File: src/rtl/bridge_rx_if.sv
// Request-path bundle between the UART byte stream, bridge_rx and the bus core.
// The slave side is bridge_rx; the master side feeds bytes and consumes requests.
interface bridge_rx_if #(
  parameter int ADDR_WIDTH = 16,
  parameter int DATA_WIDTH = 16
);
  logic [7:0]            data_i;
  logic                  valid_i;
  logic [ADDR_WIDTH-1:0] addr_o;
  logic [DATA_WIDTH-1:0] data_o;
  logic                  rw_o;
  logic                  valid_o;

  modport master (
    output data_i, valid_i,
    input  addr_o, data_o, rw_o, valid_o
  );

  modport slave (
    input  data_i, valid_i,
    output addr_o, data_o, rw_o, valid_o
  );
endinterface

File: src/rtl/bridge_rx.sv
// ASCII hex command parser: "R<addr>\r" / "W<addr><data>\r" -> one-cycle bus request, latency 1.
// No backpressure: one byte per valid_i cycle. BRIDGE_RX_LOWERCASE_EN also accepts a-f and r/w.
module bridge_rx #(
  parameter int ADDR_WIDTH = 16,
  parameter int DATA_WIDTH = 16
) (
  input  logic        clk,
  input  logic        rst,
  bridge_rx_if.slave  bus
);

  localparam int ADIG = ADDR_WIDTH / 4;
  localparam int DDIG = DATA_WIDTH / 4;
  localparam int MAXD = (ADIG > DDIG) ? ADIG : DDIG;
  localparam int CW   = $clog2(MAXD + 1);

  typedef enum logic [1:0] {
    S_IDLE,
    S_ADDR,
    S_DATA,
    S_EOL
  } state_t;

  state_t                state_q, state_d;
  logic [CW-1:0]         cnt_q, cnt_d;
  logic [ADDR_WIDTH-1:0] addr_sh_q, addr_sh_d;
  logic [DATA_WIDTH-1:0] data_sh_q, data_sh_d;
  logic                  rw_q, rw_d;
  logic [ADDR_WIDTH-1:0] addr_q, addr_d;
  logic [DATA_WIDTH-1:0] data_q, data_d;
  logic                  rwo_q, rwo_d;
  logic                  vld_q, vld_d;

  logic       is_hex, is_rd, is_wr, is_term;
  logic [3:0] nib;

  always_comb begin
    is_hex = 1'b0;
    nib    = 4'd0;
    if (bus.data_i >= 8'h30 && bus.data_i <= 8'h39) begin
      is_hex = 1'b1;
      nib    = bus.data_i[3:0];
    end else if (bus.data_i >= 8'h41 && bus.data_i <= 8'h46) begin
      is_hex = 1'b1;
      nib    = bus.data_i[3:0] + 4'd9;
    end
`ifdef BRIDGE_RX_LOWERCASE_EN
    else if (bus.data_i >= 8'h61 && bus.data_i <= 8'h66) begin
      is_hex = 1'b1;
      nib    = bus.data_i[3:0] + 4'd9;
    end
    is_rd = (bus.data_i == 8'h52) || (bus.data_i == 8'h72);
    is_wr = (bus.data_i == 8'h57) || (bus.data_i == 8'h77);
`else
    is_rd = (bus.data_i == 8'h52);
    is_wr = (bus.data_i == 8'h57);
`endif
    is_term = (bus.data_i == 8'h0D) || (bus.data_i == 8'h0A);
  end

  always_comb begin
    state_d   = state_q;
    cnt_d     = cnt_q;
    addr_sh_d = addr_sh_q;
    data_sh_d = data_sh_q;
    rw_d      = rw_q;
    addr_d    = addr_q;
    data_d    = data_q;
    rwo_d     = rwo_q;
    vld_d     = 1'b0;

    if (bus.valid_i) begin
      // A command byte restarts parsing from any state.
      if (is_rd || is_wr) begin
        state_d   = S_ADDR;
        rw_d      = is_wr;
        cnt_d     = '0;
        addr_sh_d = '0;
        data_sh_d = '0;
      end else begin
        case (state_q)
          S_ADDR: begin
            if (is_hex) begin
              addr_sh_d = (addr_sh_q << 4) | ADDR_WIDTH'(nib);
              if (cnt_q == CW'(ADIG - 1)) begin
                cnt_d   = '0;
                state_d = rw_q ? S_DATA : S_EOL;
              end else begin
                cnt_d = cnt_q + CW'(1);
              end
            end else begin
              state_d = S_IDLE;
              cnt_d   = '0;
            end
          end
          S_DATA: begin
            if (is_hex) begin
              data_sh_d = (data_sh_q << 4) | DATA_WIDTH'(nib);
              if (cnt_q == CW'(DDIG - 1)) begin
                cnt_d   = '0;
                state_d = S_EOL;
              end else begin
                cnt_d = cnt_q + CW'(1);
              end
            end else begin
              state_d = S_IDLE;
              cnt_d   = '0;
            end
          end
          S_EOL: begin
            if (is_term) begin
              vld_d  = 1'b1;
              addr_d = addr_sh_q;
              data_d = rw_q ? data_sh_q : '0;
              rwo_d  = rw_q;
            end
            state_d = S_IDLE;
            cnt_d   = '0;
          end
          default: ;
        endcase
      end
    end
  end

  always_ff @(posedge clk) begin
    if (rst) begin
      state_q   <= S_IDLE;
      cnt_q     <= '0;
      addr_sh_q <= '0;
      data_sh_q <= '0;
      rw_q      <= 1'b0;
      addr_q    <= '0;
      data_q    <= '0;
      rwo_q     <= 1'b0;
      vld_q     <= 1'b0;
    end else begin
      state_q   <= state_d;
      cnt_q     <= cnt_d;
      addr_sh_q <= addr_sh_d;
      data_sh_q <= data_sh_d;
      rw_q      <= rw_d;
      addr_q    <= addr_d;
      data_q    <= data_d;
      rwo_q     <= rwo_d;
      vld_q     <= vld_d;
    end
  end

  assign bus.addr_o  = addr_q;
  assign bus.data_o  = data_q;
  assign bus.rw_o    = rwo_q;
  assign bus.valid_o = vld_q;

endmodule

File: src/flat_wrapper.sv
// flat-port wrapper written by rule: the top's interface ports become plain ports
module bridge_rx_flat 
#(
  parameter int ADDR_WIDTH = 16,
  parameter int DATA_WIDTH = 16
)
  (clk, rst, bus_data_i, bus_valid_i, bus_addr_o, bus_data_o, bus_rw_o, bus_valid_o);
  bridge_rx_if #(.ADDR_WIDTH(ADDR_WIDTH), .DATA_WIDTH(DATA_WIDTH)) bus_i ();
  input  logic clk;
  input  logic rst;
  input wire logic [$bits(bus_i.data_i)-1:0] bus_data_i;
  input wire logic [$bits(bus_i.valid_i)-1:0] bus_valid_i;
  output wire logic [$bits(bus_i.addr_o)-1:0] bus_addr_o;
  output wire logic [$bits(bus_i.data_o)-1:0] bus_data_o;
  output wire logic [$bits(bus_i.rw_o)-1:0] bus_rw_o;
  output wire logic [$bits(bus_i.valid_o)-1:0] bus_valid_o;
  assign bus_i.data_i = bus_data_i;
  assign bus_i.valid_i = bus_valid_i;
  assign bus_addr_o = bus_i.addr_o;
  assign bus_data_o = bus_i.data_o;
  assign bus_rw_o = bus_i.rw_o;
  assign bus_valid_o = bus_i.valid_o;
  bridge_rx #(.ADDR_WIDTH(ADDR_WIDTH), .DATA_WIDTH(DATA_WIDTH)) u_core (.clk(clk), .rst(rst), .bus(bus_i));
endmodule
File: config.mk
export PLATFORM = sky130hd
export DESIGN_NAME = bridge_rx_flat
export DESIGN_NICKNAME = d
export VERILOG_FILES = /design/src/rtl/bridge_rx_if.sv /design/src/rtl/bridge_rx.sv /design/src/flat_wrapper.sv
export SDC_FILE = /design/constraint.sdc
export NUM_CORES = 1
export LEC_CHECK = 0
export BUFFER_PORTS_ARGS = -buffer_cell sky130_fd_sc_hd__clkbuf_2
export CAP_MARGIN = 25
export CELL_PAD_IN_SITES_DETAIL_PLACEMENT = 0
export CELL_PAD_IN_SITES_GLOBAL_PLACEMENT = 2
export CORE_MARGIN = 2
export CORE_UTILIZATION = 37
export DETAILED_ROUTE_END_ITERATION = 8
export PLACE_DENSITY = 0.92
export REMOVE_ABC_BUFFERS = 1
export SYNTH_ARGS = -nofsm -noshare
export SYNTH_HDL_FRONTEND = slang
export SYNTH_SLANG_ARGS = --single-unit
File: constraint.sdc
create_clock -name clk -period 3.23 [get_ports clk]
set_input_delay 0.1615 -clock clk [delete_from_list [all_inputs] [get_ports clk]]
set_output_delay 0.1615 -clock clk [all_outputs]
set_load 0.01 [all_outputs]
# Word-level counts from Yosys, hierarchy flattened
# Index checks and enable logic that the tools add are counted.
dict set report word_totals {
  out_inout_bits 34
  in_bits 11
  ff_bits 72
  word_cells 70
}
dict set report classes {
  bitwise_logic 5
  n_eq_ne 10
  add_sub_neg 2
  reduce_logical 17
  n_mux 23
  order_cmp 4
}
# cell count
set ops {}
lappend ops {{$mux W16} 7}
lappend ops {{$or A16 B4 Y16} 2}
lappend ops {{$eq A8 B4 Y1 const B} 2}
lappend ops {{$eq A8 B7 Y1 const B} 2}
lappend ops {{$mux W2} 5}
lappend ops {{$mux W3} 3}
lappend ops {{$ge A8 B6 Y1 const B} 1}
lappend ops {{$ge A8 B7 Y1 const B} 1}
lappend ops {{$le A8 B6 Y1 const B} 1}
lappend ops {{$le A8 B7 Y1 const B} 1}
lappend ops {{$mux W4} 2}
lappend ops {{$ne A4 B4 Y1 const B} 2}
lappend ops {{$reduce_and A4 Y1} 2}
lappend ops {{$pmux W2 S3} 1}
lappend ops {{$pmux W3 S2} 1}
lappend ops {{$reduce_and A3 Y1} 2}
lappend ops {{$reduce_bool A2 Y1} 3}
lappend ops {{$add A4 B4 Y4 const B} 1}
lappend ops {{$eq A2 B2 Y1 const B} 2}
lappend ops {{$mux W1} 4}
lappend ops {{$reduce_and A2 Y1} 2}
lappend ops {{$reduce_bool A4 Y1} 1}
lappend ops {{$reduce_or A4 Y1} 1}
lappend ops {{$add A3 B1 Y3 const B} 1}
lappend ops {{other kinds (7)} 11}

# Longest topological paths before layout
# Gate-level depths: netlist of run 1.
dict set report depth {
  depth_word 8
  depth_mapped 9
  depth_no_buf 7
}

# Worst setup path after synthesis of run 1
# No wires, ideal clock.
dict set report synth_timing {
  path_kind {input port to flip-flop}
  start {in bus_data_i[1]}
  end {reg u_core.addr_sh_q[12]}
  t_arrival_ns 1.846
  n_path_buf 2
  setup_time_ns 0.059
  path_slack_ns 1.325
  stages 9
  required_ns 3.171
  path_cell_list {inv_1 -> ha_1 -> or3b_1 -> and4b_1 -> buf_6 -> a211o_1 -> a21oi_4 -> buf_6 -> a22o_1}
}
dict set report synth_between {
  elab_chain_len 6
  elab_cells_between_ends 15
  classes_between {4 x order compare; 2 x eq/ne; 3 x mux; 6 x reduce/logical}
}
# element line_no
set synth_lines {}
lappend synth_lines {{start: declaration} flat_wrapper.sv:11} ;# input wire logic [$bits(bus_i.data_i)-1:0] bus_data_i;
lappend synth_lines {{$ge A8 B7 Y1 / $le A8 B7 Y1 (equally long branches)} bridge_rx.sv:43} ;# end else if (bus.data_i >= 8'h41 && bus.data_i <= 8'h46) begin
lappend synth_lines {{$logic_and A1 B1 Y1} bridge_rx.sv:43}
lappend synth_lines {{$mux W1} bridge_rx.sv:43}
lappend synth_lines {{$mux W1} bridge_rx.sv:40} ;# if (bus.data_i >= 8'h30 && bus.data_i <= 8'h39) begin
lappend synth_lines {{$reduce_bool A2 Y1 (no line)} n/a}
lappend synth_lines {{$reduce_and A3 Y1 (no line)} n/a}
lappend synth_lines {{end signal: assignment} bridge_rx.sv:140} ;# addr_sh_q <= addr_sh_d;
lappend synth_lines {{end: declaration} bridge_rx.sv:26} ;# logic [ADDR_WIDTH-1:0] addr_sh_q, addr_sh_d;
# Several ways; a longest one is shown, not always the timed one.
# A chain may end at the register's enable or synchronous reset.

# Worst setup path in the final report of run 1
dict set report layout_timing {
  start {in bus_data_i[1]}
  end {reg u_core.data_sh_q[15]}
}
dict set report layout_between {
  elab_chain_len 6
  elab_cells_between_ends 15
  classes_between {4 x order compare; 2 x eq/ne; 3 x mux; 6 x reduce/logical}
}
# element line_no
set layout_lines {}
lappend layout_lines {{$ge A8 B7 Y1 / $le A8 B7 Y1 (equally long branches)} bridge_rx.sv:43}
lappend layout_lines {{$logic_and A1 B1 Y1} bridge_rx.sv:43}
lappend layout_lines {{$mux W1} bridge_rx.sv:43}
lappend layout_lines {{$mux W1} bridge_rx.sv:40}
lappend layout_lines {{$reduce_bool A2 Y1 (no line)} n/a}
lappend layout_lines {{$reduce_and A3 Y1 (no line)} n/a}
lappend layout_lines {{end signal: assignment} bridge_rx.sv:141} ;# data_sh_q <= data_sh_d;
lappend layout_lines {{end: declaration} bridge_rx.sv:27} ;# logic [DATA_WIDTH-1:0] data_sh_q, data_sh_d;
# Several ways; a longest one is shown, not always the timed one.

==> results of run 1 <==
==> final cells by class <==
class | instances | area (um^2)
clock buffers | 12 | 145.1
repair buffers | 49 | 262.8
multi-input cells | 217 | 1311
flip-flops and latches | 72 | 1441
inverters | 4 | 15.01
fillers | 811 | 4302
clock inverters | 3 | 42.54
well taps | 102 | 127.6
==> where the power goes <==
part	internal, mW	leakage [nW]	switching (mW)	total, mW
Combinational	0.0183	0.616	0.0397	0.0580
Clock	0.373	0.0925	0.310	0.683
Sequential	0.888	0.580	0.00109	0.889
==> kinds of logic after synthesis <==
kind of cell	Yosys count	share of synthesized area
buf+inv	26	0.04514
mux	2	0.007812
compound gates	100	0.2348
flops	72	0.5000
fa+ha+maj	5	0.02170
simple gates	110	0.1905
==> routing by layer <==
metal | vias up | GRT usage
met2 | 48 | 0.2267
li1 | 1202 | -
met3 | 12 | 0.02958
met1 | 1067 | 0.1945
met4 | 0 | 0.08458
met5 | - | 0
==> state kept, by name, summed over array words and instances (netlist names) <==
| name | cells |
|---|---|
| u_core.state_q | 2 |
| u_core.cnt_q | 3 |
| u_core.bus.addr_o | 16 |
| u_core.bus.rw_o | 1 |
| u_core.bus.data_o | 16 |
| u_core.rw_q | 1 |
| u_core.data_sh_q | 16 |
| u_core.bus.valid_o | 1 |
| u_core.addr_sh_q | 16 |
==> cell usage after synthesis, drive strengths merged, types with 4 or more instances <==
cell type	instances
a211oi	6
a21oi	51
a22o	24
and2	4
and3	4
buf	6
clkbuf	16
dfxtp	72
ha	5
inv	4
nand2	54
nand2b	9
nand3	18
nor2	5
o21a	4
==> tightest hold or removal path, stage by stage <==
cell,delay [ns]
clkbuf_2,0.16
a22oi_1,0.10
nor2_1,0.07
==> worst paths after layout <==
path / slack (ns) / from / end / cells past startpoint
setup / recovery: 1.33 / bus_data_i[1] / u_core.data_sh_q[15] / 8
hold / removal: 0.20 / bus_data_i[2] / u_core.rw_q / 3
hold reg to reg: 0.45 / u_core.bus.addr_o[2] / u_core.bus.addr_o[2] / 2
setup reg to reg: 1.50 / u_core.state_q[0] / u_core.data_sh_q[15] / 5
==> per-stage QoR <==
| step | cell area (um^2) | hold slack, ns |
|---|---|---|
| 3_3_place_gp | 3138 | 0.4382 |
| 5_1_grt | 3346 | 0.2200 |
| 6_report | 3346 | 0.1999 |
| 4_1_cts | 3346 | 0.1808 |
| 2_1_floorplan | 2768 | 0.2306 |
| 3_5_place_dp | 3158 | 0.4423 |
==> qor.yml, run 1 <==
max_cap_viol_count: 0
die_area_um2: 8514
post-route-worst-setup-slack_ns: 1.330
layout.cells.most_common: "dfxtp_1"
number_of_global_route_vias_before_repair: 2208
path_cells: "clkbuf_2, inv_1, ha_1, or3b_1, and4b_1, a211o_1, a21oi_4, a22o_1"
slew_headroom: 0.4966
clk_pin_slew_worst_paths_ns: 0.07
peakVddDrop_mv: 0.1661
grt_setup_unrepaired: "no"
most-common-layout-cells: "72 x dfxtp_1, 54 x nand2_1, 49 x a21oi_1, 44 x clkbuf_2, 24 x a22o_1"
post-cts-setup-buffers: 0
grt_overflow_total: 0
grt_first_pass_wirelength_um: 10140
dr.first_iter.drc_count: 89
placement_rows: 32
path_buf_inv: 2
worst_hold_path_type: "primary input to register"
netlist_instances: 315
area_growth_pct: 16.06
dp_worst_setup_slack_ns: 1.020
timing.critical_path.fanout_max: 12
crit_path_end_kind: "register"
cts_inserted_buffers: 9
run_status: "finished, final reports clean"
synth-warning-count: 0
floorplan.die.width_um: 92.27
dr_wl_met3_um: 235
timing.critical_path.slowest_cell_delay_ns: 0.38
number_of_antenna_violations_at_the_first_check_in_global_routing: 0
insertedDiodeCount: 0
max_freq_mhz: 526.2
totalNegativeSetupSlack_ns: 0
synth_seq_cells: 72
critical_path_class: "primary input to register"
post-route-util: 0.4375
detail_route.vias_per_cell: 5.074
globalplace.congestion: 0.9009
max_slew_violations: 0
die_h_um: 92.27
ctsResizeCount: 0
detail_route.wirelength.met1_um: 3068
power.density_nw_per_um2: 487.2
first_pass_iters: 4
asyncSetResetFlopFracSynth: 0
clock_tree_from_tritoncts: "built"
ctsRootBufferMaster: "clkbuf_8"
worst_skew_ns: 0.008541
mean_syn_cell_area_um2: 9.152
highest_layer: "met4"
core_area_um2: 7647
critPathRequiredTime_ns: 3.51
design_power_total_mw: 1.630
synth_enable_flop_cells: 0
mappedNetlistArea_um2: 2883
critical_path.top_delay_family: "compound AO/OA/AOI/OAI gates"
p_leak_nw: 1.288
finalCriticalPeriod_ns: 1.900
max-clock-path-buffers: 2
cts.sink_count: 72
postRouteAntennaNets: 0
postSynth.topFlopCell: "dfxtp_1"
io_buffer_count: 44
met2_routed_wl_um: 2545
gr-usage-all-layers: 0.1482
post-route-drc-count: 0
finalNonFillerCells: 459
fin_crit_sh: 0.5884
dp_hpwl_um: 4064
wirelength_per_cell_um: 13.05
netlist_top_cells_area: "dfxtp_1 50%, a21oi_1 8.5%, a22o_1 7.3%"
hold_buffers: 0
arrival_ns: 2.18
design.portCount: 45
clk_latency_ns: 0.33
drt_wl_total_um: 5992
synth_cell_types: 40
worst_setup_path_start_kind: "primary input"
post_route_cells_drive_above_1_share: 0.1961
cell_with_the_largest_stage_delay_on_the_worst_path: "or3b_1"
h-tree-depth: 3
post-synth-top-area-fraction: 0.5000
final_hold_viol_count: 0
placed_cells: 444
setup_viol: 0
worst_slew_pin_slew_ns: 0.7540
grt_start_max_net_pins: 51
finalNetCount: 369
initial_utilization: 0.3770
num_vias: 2329
synth_area_leader_cell: "dfxtp_1"
seq_area_frac_synth: 0.5000
Note: power is estimated with default switching activity, not from simulation.
==> inputs of run 2 (changes only) <==
Settings changed: ABC_AREA set to 1, CORE_UTILIZATION 37 to 31, PLACE_DENSITY 0.92 to 0.86.
Clock period 3.23 ns to 1.9 ns, I/O delays scaled along.
==> qor.yml, run 2 <==
finalNetCount: 525
p_leak_nw: 1.845
run_status: "finished, final reports clean"
worst_skew_ns: 0.008175
path_cells: "nand2_1, inv_1, o21ai_1, nor2_1, nand2_1, inv_2, nand2_1, inv_2, nand2_1, a21oi_1"
crit-reg2reg-capture: "u_core.bus.data_o[0]"
worst_hold_path_type: "primary input to register"
worst_setup_path_start_kind: "register"
cell_with_the_largest_stage_delay_on_the_worst_path: "dfxtp_1"
core_area_um2: 10180
hold_wc_startpoint: "bus_data_i[5]"
max_freq_mhz: 602.7
max_slew_violations: 0
asyncSetResetFlopFracSynth: 0
synth-warning-count: 0
mean_syn_cell_area_um2: 6.847
globalplace.congestion: 0.7565
number_of_antenna_violations_at_the_first_check_in_global_routing: 0
arrival_ns: 1.94
peakVddDrop_mv: 0.3372
timing.critical_path.mode_cell: "nand2_1"
whs_ns: 0.07800
dr.first_iter.drc_count: 105
worst_slew_pin_slew_ns: 0.4644
critical_path_class: "register to register"
fin_crit_sh: 0.8732
path_buf_inv: 3
drt_wl_total_um: 7291
timing.critical_path.fanout_max: 16
die_h_um: 105.9
insertedDiodeCount: 0
synth_area_leader_cell: "dfxtp_1"
end_point_of_the_critical_path: "u_core.bus.data_o[0]"
rr_worst_depth: 10
design_power_total_mw: 3.098
synthMostInstantiatedCell: "nand2_1"
clk_pin_slew_worst_paths_ns: 0.08
mappedNetlistArea_um2: 3218
clock_tree_from_tritoncts: "built"
ctsResizeCount: 0
floorplan.die.width_um: 105.9
synth_enable_flop_cells: 0
first_pass_iters: 4
placement_rows: 37
most-common-layout-cells: "139 x nand2_1, 72 x nor2_1, 72 x dfxtp_1, 54 x inv_1, 49 x a21oi_1"
cts.sink_count: 72
power.density_nw_per_um2: 817.3
clk_latency_ns: 0.34
hold_buffers: 0
wirelength_per_cell_um: 11.22
finalCriticalPeriod_ns: 1.659
setup_viol: 0
die_area_um2: 11210
area_growth_pct: 17.81
final_hold_viol_count: 0
gr-usage-all-layers: 0.1396
crit_path_start: "u_core.state_q[1]"
cts_inserted_buffers: 9
netlist_top_cells_area: "dfxtp_1 45%, nand2_1 16%, nor2_1 8.4%"
worstSetupPathDepth: 10
num_vias: 2816
post_route_cells_drive_above_1_share: 0.1518
io_buffer_count: 44
critPathRequiredTime_ns: 2.18
internal_power_mw: 2.386
dp_hpwl_um: 4883
synth_cell_types: 26
clockPowerShare: 0.452
crit_path_end_kind: "register"
timing.critical_path.slowest_cell_delay_ns: 0.47
layout.cells.most_common: "nand2_1"
detail_route.vias_per_cell: 4.332
reg2reg_from: "u_core.state_q[1]"
share_comb_of_total_power: 0.056
totalNegativeSetupSlack_ns: 0
initial_utilization: 0.3160
seq_area_frac_synth: 0.4479
number_of_global_route_vias_before_repair: 2623
grt_first_pass_wirelength_um: 12450
post-synth-top-area-fraction: 0.4479
grt_setup_unrepaired: "no"
critical_path.top_delay_family: "simple AND/OR/NAND/NOR gates"
power.net_switching_uw: 712.1
netlist_instances: 470
h-tree-depth: 3
postSynth.topFlopCell: "dfxtp_1"
ctsRootBufferMaster: "clkbuf_8"
grt_start_max_net_pins: 48
p_seq_frac: 0.492
postRouteAntennaNets: 0
slew_headroom: 0.6904
grt_overflow_total: 0
max_cap_viol_count: 0
synthTopCellsByCount: "139 x nand2_1, 72 x dfxtp_1, 72 x nor2_1"
design.portCount: 45
post-cts-setup-buffers: 0
post-route-util: 0.3722
regToRegSetupSlack_ns: 0.24
power_switching_share: 0.2298
max-clock-path-buffers: 2
post-route-drc-count: 0
synth_seq_cells: 72
[run 2: routing by layer]
| metal | global-route usage | vias up | routed length, um |
|---|---|---|---|
| met3 | 0.03401 | 9 | 203 |
| met2 | 0.2226 | 32 | 3229 |
| met4 | 0.05169 | 0 | 121 |
| met1 | 0.1828 | 1239 | 3736 |
| li1 | - | 1536 | - |
| met5 | 0 | - | 0 |
[run 2: how the worst min path moves through the flow]
stage                     cells past startpoint                    to  slack (ns)
after floorplan                               1  u_core.addr_sh_q[12]        0.16
after global placement                        2       u_core.cnt_q[2]        0.43
after detailed placement                      4           u_core.rw_q        0.43
after CTS                                     4           u_core.rw_q        0.06
after global routing                          4           u_core.rw_q        0.13
final                                         4           u_core.rw_q        0.08
[run 2: area by class of cell]
cell class / instances / area [um^2]
clock buffers: 12 / 155.1
clock inverters: 4 / 76.32
fillers: 1106 / 6394
inverters: 58 / 217.7
multi-input cells: 315 / 1426
flip-flops and latches: 72 / 1441
well taps: 136 / 170.2
repair buffers: 53 / 304.0
[run 2: per-stage QoR]
step	setup WS, ns	cell area (um^2)	std cells
3_5_place_dp	0.03476	3556	634
6_report	0.2409	3791	650
4_1_cts	0.2162	3787	650
2_1_floorplan	-0.1322	3085	445
5_1_grt	0.01762	3791	650
3_3_place_gp	0.04427	3556	634
[run 2: tightest hold or removal path: cells and delay by family]
family                 cells  cell delay (ns)
AOI/OAI and AO/OA          1             0.06
and+or+nand+nor            2             0.12
buffers and inverters      1             0.10
[run 2: kinds of logic (layout without fill, tap and decap cells)]
| logic type | count (synthesis) | in the layout | share of synthesized area |
|---|---|---|---|
| AND/OR/NAND/NOR | 235 | 235 | 0.3005 |
| buffers and inverters | 83 | 127 | 0.1089 |
| AO/OA/AOI/OAI | 74 | 74 | 0.1205 |
| flip-flops | 72 | 72 | 0.4479 |
| adder cells (fa/ha/maj) | 5 | 5 | 0.01944 |
| XOR/XNOR | 1 | 1 | 0.002722 |
[run 2: power groups by stage]
stage / sequential, mW / clock (mW) / combinational [mW]
after CTS: 1.52 / 1.45 / 0.177
final: 1.52 / 1.40 / 0.175
after global routing: 1.52 / 1.51 / 0.200
after floorplan: 1.56 / 0 / 0.107
after global placement: 1.56 / 0 / 0.176
after detailed placement: 1.56 / 0 / 0.177
